File: config.mk
export PLATFORM = sky130hd
export DESIGN_NAME = mc_ctrl_fsm_flat
export DESIGN_NICKNAME = d
export VERILOG_FILES = /design/src/rtl/mc_ctrl_pkg.sv /design/src/rtl/mc_ctrl_fsm_if.sv /design/src/rtl/mc_ctrl_decode.sv /design/src/rtl/mc_ctrl_fsm.sv /design/src/flat_wrapper.sv
export SDC_FILE = /design/constraint.sdc
export NUM_CORES = 1
export LEC_CHECK = 0
export BUFFER_PORTS_ARGS = -buffer_cell sky130_fd_sc_hd__buf_2
export CORE_MARGIN = 2
export CORE_UTILIZATION = 30
export CTS_BUF_LIST = sky130_fd_sc_hd__clkbuf_4
export CTS_CLUSTER_SIZE = 16
export DETAILED_ROUTE_END_ITERATION = 10
export PLACE_DENSITY = 0.52
export SLEW_MARGIN = 20
export SYNTH_ARGS = -nofsm -noshare
export SYNTH_HDL_FRONTEND = slang
export SYNTH_SLANG_ARGS = --single-unit
File: constraint.sdc
create_clock -name clk -period 1.4 [get_ports clk]
set_input_delay 0.07 -clock clk [delete_from_list [all_inputs] [get_ports clk]]
set_output_delay 0.07 -clock clk [all_outputs]
set_load 0.1 [all_outputs]
File: src/rtl/mc_ctrl_pkg.sv
// Shared encodings for the multicycle MIPS main control unit:
// state codes, opcodes, datapath mux encodings and the control word.
package mc_ctrl_pkg;

    localparam logic [3:0] S_IF      = 4'd0;
    localparam logic [3:0] S_ID      = 4'd1;
    localparam logic [3:0] S_EX_ADDR = 4'd2;
    localparam logic [3:0] S_MEM_RD  = 4'd3;
    localparam logic [3:0] S_MEM_WR  = 4'd4;
    localparam logic [3:0] S_WB_LW   = 4'd5;
    localparam logic [3:0] S_WB_I    = 4'd6;
    localparam logic [3:0] S_EX_R    = 4'd7;
    localparam logic [3:0] S_WB_R    = 4'd8;
    localparam logic [3:0] S_EX_BR   = 4'd9;
    localparam logic [3:0] S_EX_J    = 4'd10;
    localparam logic [3:0] S_TRAP    = 4'd11;

    localparam logic [5:0] OP_R    = 6'b000000;
    localparam logic [5:0] OP_LW   = 6'b100011;
    localparam logic [5:0] OP_SW   = 6'b101011;
    localparam logic [5:0] OP_BEQ  = 6'b000100;
    localparam logic [5:0] OP_BGTZ = 6'b000111;
    localparam logic [5:0] OP_J    = 6'b000010;
    localparam logic [5:0] OP_ADDI = 6'b001000;

    localparam logic [1:0] ALU_ADD   = 2'b00;
    localparam logic [1:0] ALU_SUB   = 2'b01;
    localparam logic [1:0] ALU_FUNCT = 2'b10;
    localparam logic [1:0] ALU_PASSA = 2'b11;

    localparam logic [1:0] SRCB_B     = 2'b00;
    localparam logic [1:0] SRCB_4     = 2'b01;
    localparam logic [1:0] SRCB_SEXT  = 2'b10;
    localparam logic [1:0] SRCB_SEXT2 = 2'b11;

    localparam logic [1:0] PCS_ALU    = 2'b00;
    localparam logic [1:0] PCS_ALUOUT = 2'b01;
    localparam logic [1:0] PCS_JUMP   = 2'b10;

    typedef struct packed {
        logic       pc_write;
        logic       branch;
        logic       br_sel;
        logic       iord;
        logic       mem_read;
        logic       mem_write;
        logic       ir_write;
        logic       reg_dst;
        logic       mem_to_reg;
        logic       reg_write;
        logic       alu_src_a;
        logic [1:0] alu_src_b;
        logic [1:0] alu_op;
        logic [1:0] pc_source;
    } ctrl_t;

endpackage

File: src/rtl/mc_ctrl_fsm_if.sv
// Control bundle between the main control FSM and the datapath.
// illegal_op exists only when MC_CTRL_ILLEGAL_TRAP_EN is defined.
interface mc_ctrl_fsm_if #(
    parameter int OP_W = 6
);
    logic [OP_W-1:0] opcode;
    logic            pc_write;
    logic            branch;
    logic            br_sel;
    logic            iord;
    logic            mem_read;
    logic            mem_write;
    logic            ir_write;
    logic            reg_dst;
    logic            mem_to_reg;
    logic            reg_write;
    logic            alu_src_a;
    logic [1:0]      alu_src_b;
    logic [1:0]      alu_op;
    logic [1:0]      pc_source;
    logic [3:0]      state_o;
`ifdef MC_CTRL_ILLEGAL_TRAP_EN
    logic            illegal_op;
`endif

    modport master (
        input  opcode,
        output pc_write, branch, br_sel, iord,
        output mem_read, mem_write, ir_write,
        output reg_dst, mem_to_reg, reg_write,
        output alu_src_a, alu_src_b, alu_op,
        output pc_source, state_o
`ifdef MC_CTRL_ILLEGAL_TRAP_EN
        , output illegal_op
`endif
    );

    modport slave (
        output opcode,
        input  pc_write, branch, br_sel, iord,
        input  mem_read, mem_write, ir_write,
        input  reg_dst, mem_to_reg, reg_write,
        input  alu_src_a, alu_src_b, alu_op,
        input  pc_source, state_o
`ifdef MC_CTRL_ILLEGAL_TRAP_EN
        , input illegal_op
`endif
    );
endinterface

File: src/rtl/mc_ctrl_decode.sv
// Combinational state (+ opcode in EX_BR) to control word decoder.
module mc_ctrl_decode
    import mc_ctrl_pkg::*;
#(
    parameter int OP_W = 6
) (
    input  logic [3:0]      state_i,
    input  logic            last_i,
    input  logic [OP_W-1:0] opcode_i,
    output ctrl_t           ctrl_o
);

    always_comb begin
        ctrl_o = '0;
        unique case (state_i)
            S_IF: begin
                ctrl_o.mem_read  = 1'b1;
                ctrl_o.alu_src_b = SRCB_4;
                ctrl_o.ir_write  = last_i;
                ctrl_o.pc_write  = last_i;
            end
            S_ID: ctrl_o.alu_src_b = SRCB_SEXT2;
            S_EX_ADDR: begin
                ctrl_o.alu_src_a = 1'b1;
                ctrl_o.alu_src_b = SRCB_SEXT;
            end
            S_MEM_RD: begin
                ctrl_o.mem_read = 1'b1;
                ctrl_o.iord     = 1'b1;
            end
            S_MEM_WR: begin
                ctrl_o.iord      = 1'b1;
                ctrl_o.mem_write = last_i;
            end
            S_WB_LW: begin
                ctrl_o.reg_write  = 1'b1;
                ctrl_o.mem_to_reg = 1'b1;
            end
            S_WB_I: ctrl_o.reg_write = 1'b1;
            S_EX_R: begin
                ctrl_o.alu_src_a = 1'b1;
                ctrl_o.alu_op    = ALU_FUNCT;
            end
            S_WB_R: begin
                ctrl_o.reg_write = 1'b1;
                ctrl_o.reg_dst   = 1'b1;
            end
            S_EX_BR: begin
                ctrl_o.alu_src_a = 1'b1;
                ctrl_o.branch    = 1'b1;
                ctrl_o.pc_source = PCS_ALUOUT;
                // bgtz tests A directly, beq subtracts
                ctrl_o.br_sel = (opcode_i == OP_BGTZ);
                ctrl_o.alu_op = (opcode_i == OP_BGTZ)
                              ? ALU_PASSA : ALU_SUB;
            end
            S_EX_J: begin
                ctrl_o.pc_write  = 1'b1;
                ctrl_o.pc_source = PCS_JUMP;
            end
            default: ctrl_o = '0;
        endcase
    end

endmodule

File: src/rtl/mc_ctrl_fsm.sv
// Multicycle MIPS main control: state register, wait counter, next state.
// Define MC_CTRL_ILLEGAL_TRAP_EN to trap unknown opcodes (illegal_op).
module mc_ctrl_fsm
    import mc_ctrl_pkg::*;
#(
    parameter int MEM_LAT = 0,
    parameter int OP_W    = 6
) (
    input logic         clk,
    input logic         reset,
    mc_ctrl_fsm_if.master bus
);

    localparam logic [3:0] LAT = 4'(MEM_LAT);

    logic [3:0] state_q, state_d;
    logic [3:0] wait_q, wait_d;
    logic       last;
    ctrl_t      dec, ctrl;

    assign last = (wait_q == LAT);

    always_comb begin
        state_d = state_q;
        wait_d  = '0;
        unique case (state_q)
            S_IF: begin
                if (last) state_d = S_ID;
                else      wait_d  = wait_q + 4'd1;
            end
            S_ID: begin
                unique case (bus.opcode)
                    OP_LW, OP_SW, OP_ADDI: state_d = S_EX_ADDR;
                    OP_R:                  state_d = S_EX_R;
                    OP_BEQ, OP_BGTZ:       state_d = S_EX_BR;
                    OP_J:                  state_d = S_EX_J;
`ifdef MC_CTRL_ILLEGAL_TRAP_EN
                    default:               state_d = S_TRAP;
`else
                    default:               state_d = S_IF;
`endif
                endcase
            end
            S_EX_ADDR: begin
                if (bus.opcode == OP_LW)      state_d = S_MEM_RD;
                else if (bus.opcode == OP_SW) state_d = S_MEM_WR;
                else                          state_d = S_WB_I;
            end
            S_MEM_RD: begin
                if (last) state_d = S_WB_LW;
                else      wait_d  = wait_q + 4'd1;
            end
            S_MEM_WR: begin
                if (last) state_d = S_IF;
                else      wait_d  = wait_q + 4'd1;
            end
            S_EX_R:  state_d = S_WB_R;
            S_TRAP:  state_d = S_TRAP;
            default: state_d = S_IF;
        endcase
    end

    always_ff @(posedge clk) begin
        if (reset) begin
            state_q <= S_IF;
            wait_q  <= '0;
        end else begin
            state_q <= state_d;
            wait_q  <= wait_d;
        end
    end

    mc_ctrl_decode #(.OP_W(OP_W)) u_decode (
        .state_i  (state_q),
        .last_i   (last),
        .opcode_i (bus.opcode),
        .ctrl_o   (dec)
    );

    // Reset forces every strobe and select low, even mid-instruction
    assign ctrl = reset ? '0 : dec;

    assign bus.pc_write   = ctrl.pc_write;
    assign bus.branch     = ctrl.branch;
    assign bus.br_sel     = ctrl.br_sel;
    assign bus.iord       = ctrl.iord;
    assign bus.mem_read   = ctrl.mem_read;
    assign bus.mem_write  = ctrl.mem_write;
    assign bus.ir_write   = ctrl.ir_write;
    assign bus.reg_dst    = ctrl.reg_dst;
    assign bus.mem_to_reg = ctrl.mem_to_reg;
    assign bus.reg_write  = ctrl.reg_write;
    assign bus.alu_src_a  = ctrl.alu_src_a;
    assign bus.alu_src_b  = ctrl.alu_src_b;
    assign bus.alu_op     = ctrl.alu_op;
    assign bus.pc_source  = ctrl.pc_source;
    assign bus.state_o    = state_q;
`ifdef MC_CTRL_ILLEGAL_TRAP_EN
    assign bus.illegal_op = (state_q == S_TRAP);
`endif

endmodule

File: src/flat_wrapper.sv
// flat-port wrapper written by rule: the top's interface ports become plain ports
module mc_ctrl_fsm_flat import mc_ctrl_pkg::*;
#(
    parameter int MEM_LAT = 0,
    parameter int OP_W    = 6
)
  (clk, reset, bus_opcode, bus_pc_write, bus_branch, bus_br_sel, bus_iord, bus_mem_read, bus_mem_write, bus_ir_write, bus_reg_dst, bus_mem_to_reg, bus_reg_write, bus_alu_src_a, bus_alu_src_b, bus_alu_op, bus_pc_source, bus_state_o);
  mc_ctrl_fsm_if #(.OP_W(OP_W)) bus_i ();
  input logic clk;
  input logic reset;
  input wire logic [$bits(bus_i.opcode)-1:0] bus_opcode;
  output wire logic [$bits(bus_i.pc_write)-1:0] bus_pc_write;
  output wire logic [$bits(bus_i.branch)-1:0] bus_branch;
  output wire logic [$bits(bus_i.br_sel)-1:0] bus_br_sel;
  output wire logic [$bits(bus_i.iord)-1:0] bus_iord;
  output wire logic [$bits(bus_i.mem_read)-1:0] bus_mem_read;
  output wire logic [$bits(bus_i.mem_write)-1:0] bus_mem_write;
  output wire logic [$bits(bus_i.ir_write)-1:0] bus_ir_write;
  output wire logic [$bits(bus_i.reg_dst)-1:0] bus_reg_dst;
  output wire logic [$bits(bus_i.mem_to_reg)-1:0] bus_mem_to_reg;
  output wire logic [$bits(bus_i.reg_write)-1:0] bus_reg_write;
  output wire logic [$bits(bus_i.alu_src_a)-1:0] bus_alu_src_a;
  output wire logic [$bits(bus_i.alu_src_b)-1:0] bus_alu_src_b;
  output wire logic [$bits(bus_i.alu_op)-1:0] bus_alu_op;
  output wire logic [$bits(bus_i.pc_source)-1:0] bus_pc_source;
  output wire logic [$bits(bus_i.state_o)-1:0] bus_state_o;
  assign bus_i.opcode = bus_opcode;
  assign bus_pc_write = bus_i.pc_write;
  assign bus_branch = bus_i.branch;
  assign bus_br_sel = bus_i.br_sel;
  assign bus_iord = bus_i.iord;
  assign bus_mem_read = bus_i.mem_read;
  assign bus_mem_write = bus_i.mem_write;
  assign bus_ir_write = bus_i.ir_write;
  assign bus_reg_dst = bus_i.reg_dst;
  assign bus_mem_to_reg = bus_i.mem_to_reg;
  assign bus_reg_write = bus_i.reg_write;
  assign bus_alu_src_a = bus_i.alu_src_a;
  assign bus_alu_src_b = bus_i.alu_src_b;
  assign bus_alu_op = bus_i.alu_op;
  assign bus_pc_source = bus_i.pc_source;
  assign bus_state_o = bus_i.state_o;
  mc_ctrl_fsm #(.MEM_LAT(MEM_LAT), .OP_W(OP_W)) u_core (.clk(clk), .reset(reset), .bus(bus_i));
endmodule
## After elaboration in Yosys (flattened, before gate mapping)

Index checks and enable logic that the tools add are counted.

| word-level totals | value |
|---|---|
| bits in registers | 8 |
| input port bits | 8 |
| word-level logic and storage cells | 58 |

| cells by class | value |
|---|---|
| add/subtract/negate cells | 1 |
| eq/ne operators | 20 |
| muxes and demuxes | 22 |
| bitwise operators | 1 |
| reductions and logical operators | 12 |

Operators with widths:

| cell | count |
|---|---|
| $pmux W4 S7 | 1 |
| $mux W17 | 1 |
| $eq A4 B3 Y1 const B | 4 |
| $eq A4 B4 Y1 const B | 4 |
| $mux W4 | 4 |
| $pmux W4 S4 | 1 |
| $reduce_or A3 Y1 | 5 |
| $eq A6 B3 Y1 const B | 2 |
| $eq A6 B6 Y1 const B | 2 |
| $eq A4 B2 Y1 const B | 2 |
| $logic_not A4 Y1 | 2 |
| $mux W1 | 8 |
| $pmux W2 S2 | 2 |
| $eq A6 B2 Y1 const B | 1 |
| $eq A6 B4 Y1 const B | 1 |
| $logic_not A6 Y1 | 1 |
| $mux W2 | 3 |
| $ne A2 B2 Y1 const B | 3 |
| $pmux W2 S3 | 1 |
| $reduce_or A2 Y1 | 3 |
| $add A4 B1 Y4 const B | 1 |
| $eq A4 B1 Y1 const B | 1 |
| $reduce_and A3 Y1 | 1 |
| $pmux W1 S2 | 1 |
| $not A1 Y1 | 1 |

## Logic depth before layout (Yosys ltp)

| depth | value |
|---|---|
| depth in word-level cells | 4 |
| depth in mapped cells | 6 |

## Modules after synthesis

From an unflattened synthesis, not the netlist that was laid out.

| second synthesis, totals | value |
|---|---|
| cells, all modules | 131 |
| area, all modules | 1003.5 um^2 |

By module, submodules not included:

| module | instances | cells an instance | area each (um^2) | seq. area each (um^2) |
|---|---|---|---|---|
| mc_ctrl_fsm | 1 | 92 | 733.2 | 160.2 |
| mc_ctrl_decode | 1 | 39 | 270.3 | 0.0 |

## Worst setup path after synthesis

No wires, ideal clock.

| path | value |
|---|---|
| kind | reg-to-output |
| start point | register u_core.state_q[3], in the netlist u_core.bus.state_o[3] |
| end point | output bus_pc_write |
| arrival | 5.195 ns |
| data required time | 1.330 ns |
| setup slack | -3.865 ns |
| stages on the path, launching flop included | 5 |
| path buffers | 1 |
| cell sequence | dfxtp_1 -> buf_2 -> nand2_1 -> nor4_1 -> or2_1 |

| on the way | value |
|---|---|
| word-level cells in the longest chain between the ends | 3 |
| elaborated cells on any way between the ends | 4 |
| those cells by class | 1 x eq/ne; 2 x mux; 1 x reduce/logical |

RTL lines:

| item | RTL line | RTL |
|---|---|---|
| start, declared | mc_ctrl_fsm.sv:16 | `logic [3:0] state_q, state_d;` |
| start signal, assigned | mc_ctrl_fsm.sv:68 | `state_q <= state_d;` |
| $eq A4 B4 Y1 / $logic_not A4 Y1 (equally long branches) | mc_ctrl_decode.sv:15 | `unique case (state_i)` |
| $pmux W1 S2 (*) | mc_ctrl_decode.sv:15 |  |
| $mux W17 (*) | mc_ctrl_fsm.sv:81 | `assign ctrl = reset ? '0 : dec;` |
| end, declared | flat_wrapper.sv:12 | `output wire logic [$bits(bus_i.pc_write)-1:0] bus_pc_write;` |

Every way passes the cells marked *; elsewhere a longest branch is shown, timed or not.

## Worst setup path after layout

| path | value |
|---|---|
| start point | register u_core.wait_q[0] |
| end point | output bus_pc_write |

| on the way | value |
|---|---|
| word-level cells in the longest chain between the ends | 3 |

RTL lines:

| item | RTL line | RTL |
|---|---|---|
| start, declared | mc_ctrl_fsm.sv:17 | `logic [3:0] wait_q, wait_d;` |
| start signal, assigned | mc_ctrl_fsm.sv:69 | `wait_q <= wait_d;` |
| $logic_not A4 Y1 | mc_ctrl_fsm.sv:21 | `assign last = (wait_q == LAT);` |
| $pmux W1 S2 | mc_ctrl_decode.sv:15 |  |
| $mux W17 | mc_ctrl_fsm.sv:81 |  |

Every way passes these cells.

==> run summary <==
YOSYS
--------------------------------------------------------------------------------
Leading cell types by total area after synthesis                    dfxtp_1 22%, nor2_1 12%, nand2b_1 4.3%
Sequential fraction of the synthesis area                                 0.2196
Syn Area/Cell                                                         6.692 um^2
Xor and xnor fraction of the mapped netlist area                         0.04803
Fraction of synthesized cell area taken by the top area cell type         0.2196
YS warnings                                                                    0
Synth Area in Compound Gates                                              0.2161
Post-synthesis instance area                                          729.5 um^2
Area leader, netlist                                                     dfxtp_1
Largest family of logic cells by synthesized area                   simple AND/OR/NAND/NOR gates
Top-count cell post-synth                                                 nor2_1
Async set-or-reset flop fraction in the synthesized netlist                    0
Multiplexer share of the synthesized area                                      0
Most frequent cells after synthesis                                 24 x nor2_1, 8 x dfxtp_1, 6 x a21oi_1, 6 x nor3_1
Post-Synth Simple-Gate Area                                               0.3859
Synth unique cells                                                            39
Syn Nets                                                                     119
Flip-flop and latch count after synthesis                                      8
Prevailing post-synth register cell                                      dfxtp_1
Adder and majority gate portion of the synthesized area                  0.03431
Number of synthesized flops with an enable pin                                 0
Post-synthesis cell count                                                    109

CELLS AND AREA
--------------------------------------------------------------------------------
Ant. Diodes                                                                    0
Footprint of the multi-input gates                                    887.1 um^2
Final core area utilization                                               0.9012
Final #Nets                                                                  194
Number of filler cells placed in the layout                                   90
Share of post-route cells with drive strength above 1                     0.7869
Non-filler cells, final                                                      211
Final non-filler cell area                                             2032 um^2
Area growth from synthesis to final layout                                178.6%
FF/Latch Area                                                         177.7 um^2

FLOORPLAN
--------------------------------------------------------------------------------
Count of boundary I/O pins                                                    29
Core Rows                                                                     17
Die Outline Area                                                       2842 um^2
Core outline area                                                      2255 um^2
Vert. Die Dim                                                           53.31 um
Die Wd                                                                  53.31 um
Effective utilization at floorplan                                        0.3235

CTS
--------------------------------------------------------------------------------
Worst skew pair latency                                                   250 ps
Count of H-tree levels built during CTS                                        1
Clock tree from TritonCTS                                                    yes
Clock sink count                                                               8
CTS clock-pin slew for the worst setup and hold paths                      60 ps
Clock root buffer                                                       clkbuf_4
Inserted Clock Buffers                                                         3
CTS Hold Buffers Added                                                         0
Maximum buffer depth of the clock tree                                         2

ROUTING
--------------------------------------------------------------------------------
Number of DRC violations after detailed-routing iteration 0                   43
Via count                                                                   1142
Drt total wl                                                             3765 um
Antenna violation net count after detailed routing                             0
DRC violations left                                                            0
First drt pass iteration count                                                 4
Wirelength per Cell                                                     17.84 um
Mean number of vias per cell                                               5.412

TIMING
--------------------------------------------------------------------------------
Total count of hold-check failures in the final report                         0
Post-route fraction of the period consumed by the critical path            1.303
Unrepaired setup endpoints after global routing                             true
Highest attainable clock frequency                                     548.3 MHz
Total count of max-transition violations in the final report                   0
Final clock skew                                                        14.74 ps
Transition at the pin with the smallest max-transition slack            488.7 ps
Crit path time final                                                     1824 ps
Final worst setup slack                                                -424.0 ps
Final Setup Violations                                                        21
Relative slew slack                                                       0.6712

MIN PATH
--------------------------------------------------------------------------------
Worst Min Path Start                                                bus_opcode[0]
Path category of the worst min-delay check                          input port to register
Hold path endpoint                                                  u_core.bus.state_o[2]
Number of cells on the worst hold path                                         4

GRT
--------------------------------------------------------------------------------
Busiest layer in global routing                                             met2
Wire length of the first global-routing pass                             5050 um
Global routing usage on met3                                             0.01695
Met1 layer usage reported by global route                                 0.2886
Overall fraction of global-route tracks in use                            0.2381
GRT overflow                                                                   0
Antenna violations before repair                                               0
Met2 layer usage reported by global route                                 0.4362
Via count of the first global-routing pass                                  1098
Pin count of the biggest net entering global routing                          12

FLOW RUN
--------------------------------------------------------------------------------
Max-capacitance violation count                                                0

POWER
--------------------------------------------------------------------------------
Share of total power in sequential cells                                   0.181
Maximum vdd drop                                                        1.019 mV
Total Power Consumption                                                 1.493 mW
Portion of total power attributed to combinational logic                   0.680
Leakage power figure                                                   0.8211 nW
Switching Fraction                                                        0.4862
Switching power                                                        0.7258 mW
Power per unit of standard cell area                                734.7 nW/um^2
Int Pwr                                                                0.7671 mW
Clock power frac                                                           0.139

CRITICAL PATH
--------------------------------------------------------------------------------
End of the worst register-to-register path                          u_core.bus.state_o[1]
Kind of critical path                                               register to primary output
CP Launch Type                                                          register
Reg-to-reg startpoint                                               u_core.bus.state_o[3]
Worst R2R Path Depth                                                           5
Crit end category                                                   primary output
Critical Path Fanout Max                                                       2
Req. time, crit path                                                     1330 ps
Arr. time, crit path                                                     1750 ps
Worst reg2reg setup slack                                                -180 ps

PLACE
--------------------------------------------------------------------------------
Buffers added on ports                                                        28
Placed wire-length estimate after detailed placement                     1978 um
Worst slack at placement                                               -196.3 ps
Post-place instance area                                               1524 um^2
Total placed cells including tap cells                                       185
Global placement routability congestion                                   0.8541

OUTCOME
--------------------------------------------------------------------------------
Violated checks                                                     negative setup slack
Run status                                                          finished, violations left

-- worst max-delay path by stage --
stage	start	cells past startpoint	end
4_1_cts	u_core.wait_q[0]	7	bus_pc_write
5_1_grt	u_core.wait_q[0]	7	bus_pc_write
3_3_place_gp	u_core.wait_q[0]	7	bus_pc_write
3_5_place_dp	u_core.wait_q[0]	7	bus_pc_write
2_1_floorplan	u_core.bus.state_o[1]	3	bus_pc_write
6_report	u_core.wait_q[0]	7	bus_pc_write
-- flip-flops by register name (all words and copies together), names as in the netlist --
| name | cells |
|---|---|
| u_core.wait_q | 4 |
| u_core.bus.state_o | 4 |
-- critical path, stage by stage, from the launching register on --
cell and delay (ps):
dfxtp_2 320, inv_2 70, ha_4 130, nand2_2 40, or4_4 460, nor3_4 160, or2_4 170, buf_12 170
-- power groups by stage --
| stage | registers (mW) | clock network, mW | logic, mW |
|---|---|---|---|
| 6_report | 0.270 | 0.208 | 1.02 |
| 5_1_grt | 0.271 | 0.224 | 1.05 |
| 4_1_cts | 0.266 | 0.210 | 0.940 |
| 3_5_place_dp | 0.281 | 0 | 0.787 |
| 3_3_place_gp | 0.282 | 0 | 0.780 |
| 2_1_floorplan | 0.347 | 0 | 0.447 |
-- layer usage --
layer	up-vias	wire, um	part of all wire
met2	52	1977	0.53
li1	541	-	-
met1	545	1546	0.41
met3	4	194	0.052
met5	-	0	0
met4	0	46	0.012
-- area by class of cell --
cell class | instances | area share
Timing Repair Buffer | 78 | 0.4286
Tap cell | 28 | 0.01724
Sequential cell | 8 | 0.08744
Multi-Input combinational cell | 86 | 0.4366
Clock buffer | 4 | 0.01478
Inverter | 7 | 0.01539
-- placed cells by master (no fill, tap or decap), types with 2 or more instances in the layout --
| cell type | n |
|---|---|
| dfxtp_2 | 2 |
| inv_1 | 3 |
| nor3_1 | 2 |
| a21oi_1 | 3 |
| a21oi_2 | 3 |
| inv_2 | 3 |
| buf_6 | 16 |
| nand2_4 | 4 |
| buf_12 | 19 |
| clkbuf_4 | 6 |
| nand2b_4 | 5 |
| and3_1 | 2 |
| nor2_4 | 11 |
| nand3_1 | 2 |
| nor2_1 | 8 |
| nor3_4 | 4 |
| nor2_2 | 5 |
| buf_4 | 32 |
| dfxtp_1 | 2 |
| dfxtp_4 | 4 |
| xor2_1 | 3 |
| or4_4 | 2 |
| nand3_2 | 2 |
| nor4_4 | 3 |
| buf_2 | 8 |
-- kinds of logic (layout without fill, tap and decap cells) --
kind of cell               Yosys count  in the layout
xor gates and xnor gates             4              4
AOI/OAI and AO/OA                   22             22
DFF                                  8              8
and+or+nand+nor                     58             58
adders and majority gates            2              2
buffers and inverters               15             89
-- metrics by stage --
| stage | TNS [ps] | hold slack, ps |
|---|---|---|
| 2_1_floorplan | -8675 | 318.3 |
| 3_3_place_gp | -452.4 | 503.4 |
| 3_5_place_dp | -599.5 | 507.6 |
| 4_1_cts | -3063 | 262.3 |
| 5_1_grt | -5370 | 274.1 |
| 6_report | -4283 | 268.2 |
-- timing repair --
item / 4_1_cts / 5_1_grt
buffers inserted: 12 / 13
setup endpoints to repair: 18 / 23
gates resized for setup: 49 / 23
pin swaps: 18 / 22
No activity file was read; power rests on OpenSTA's default activity.
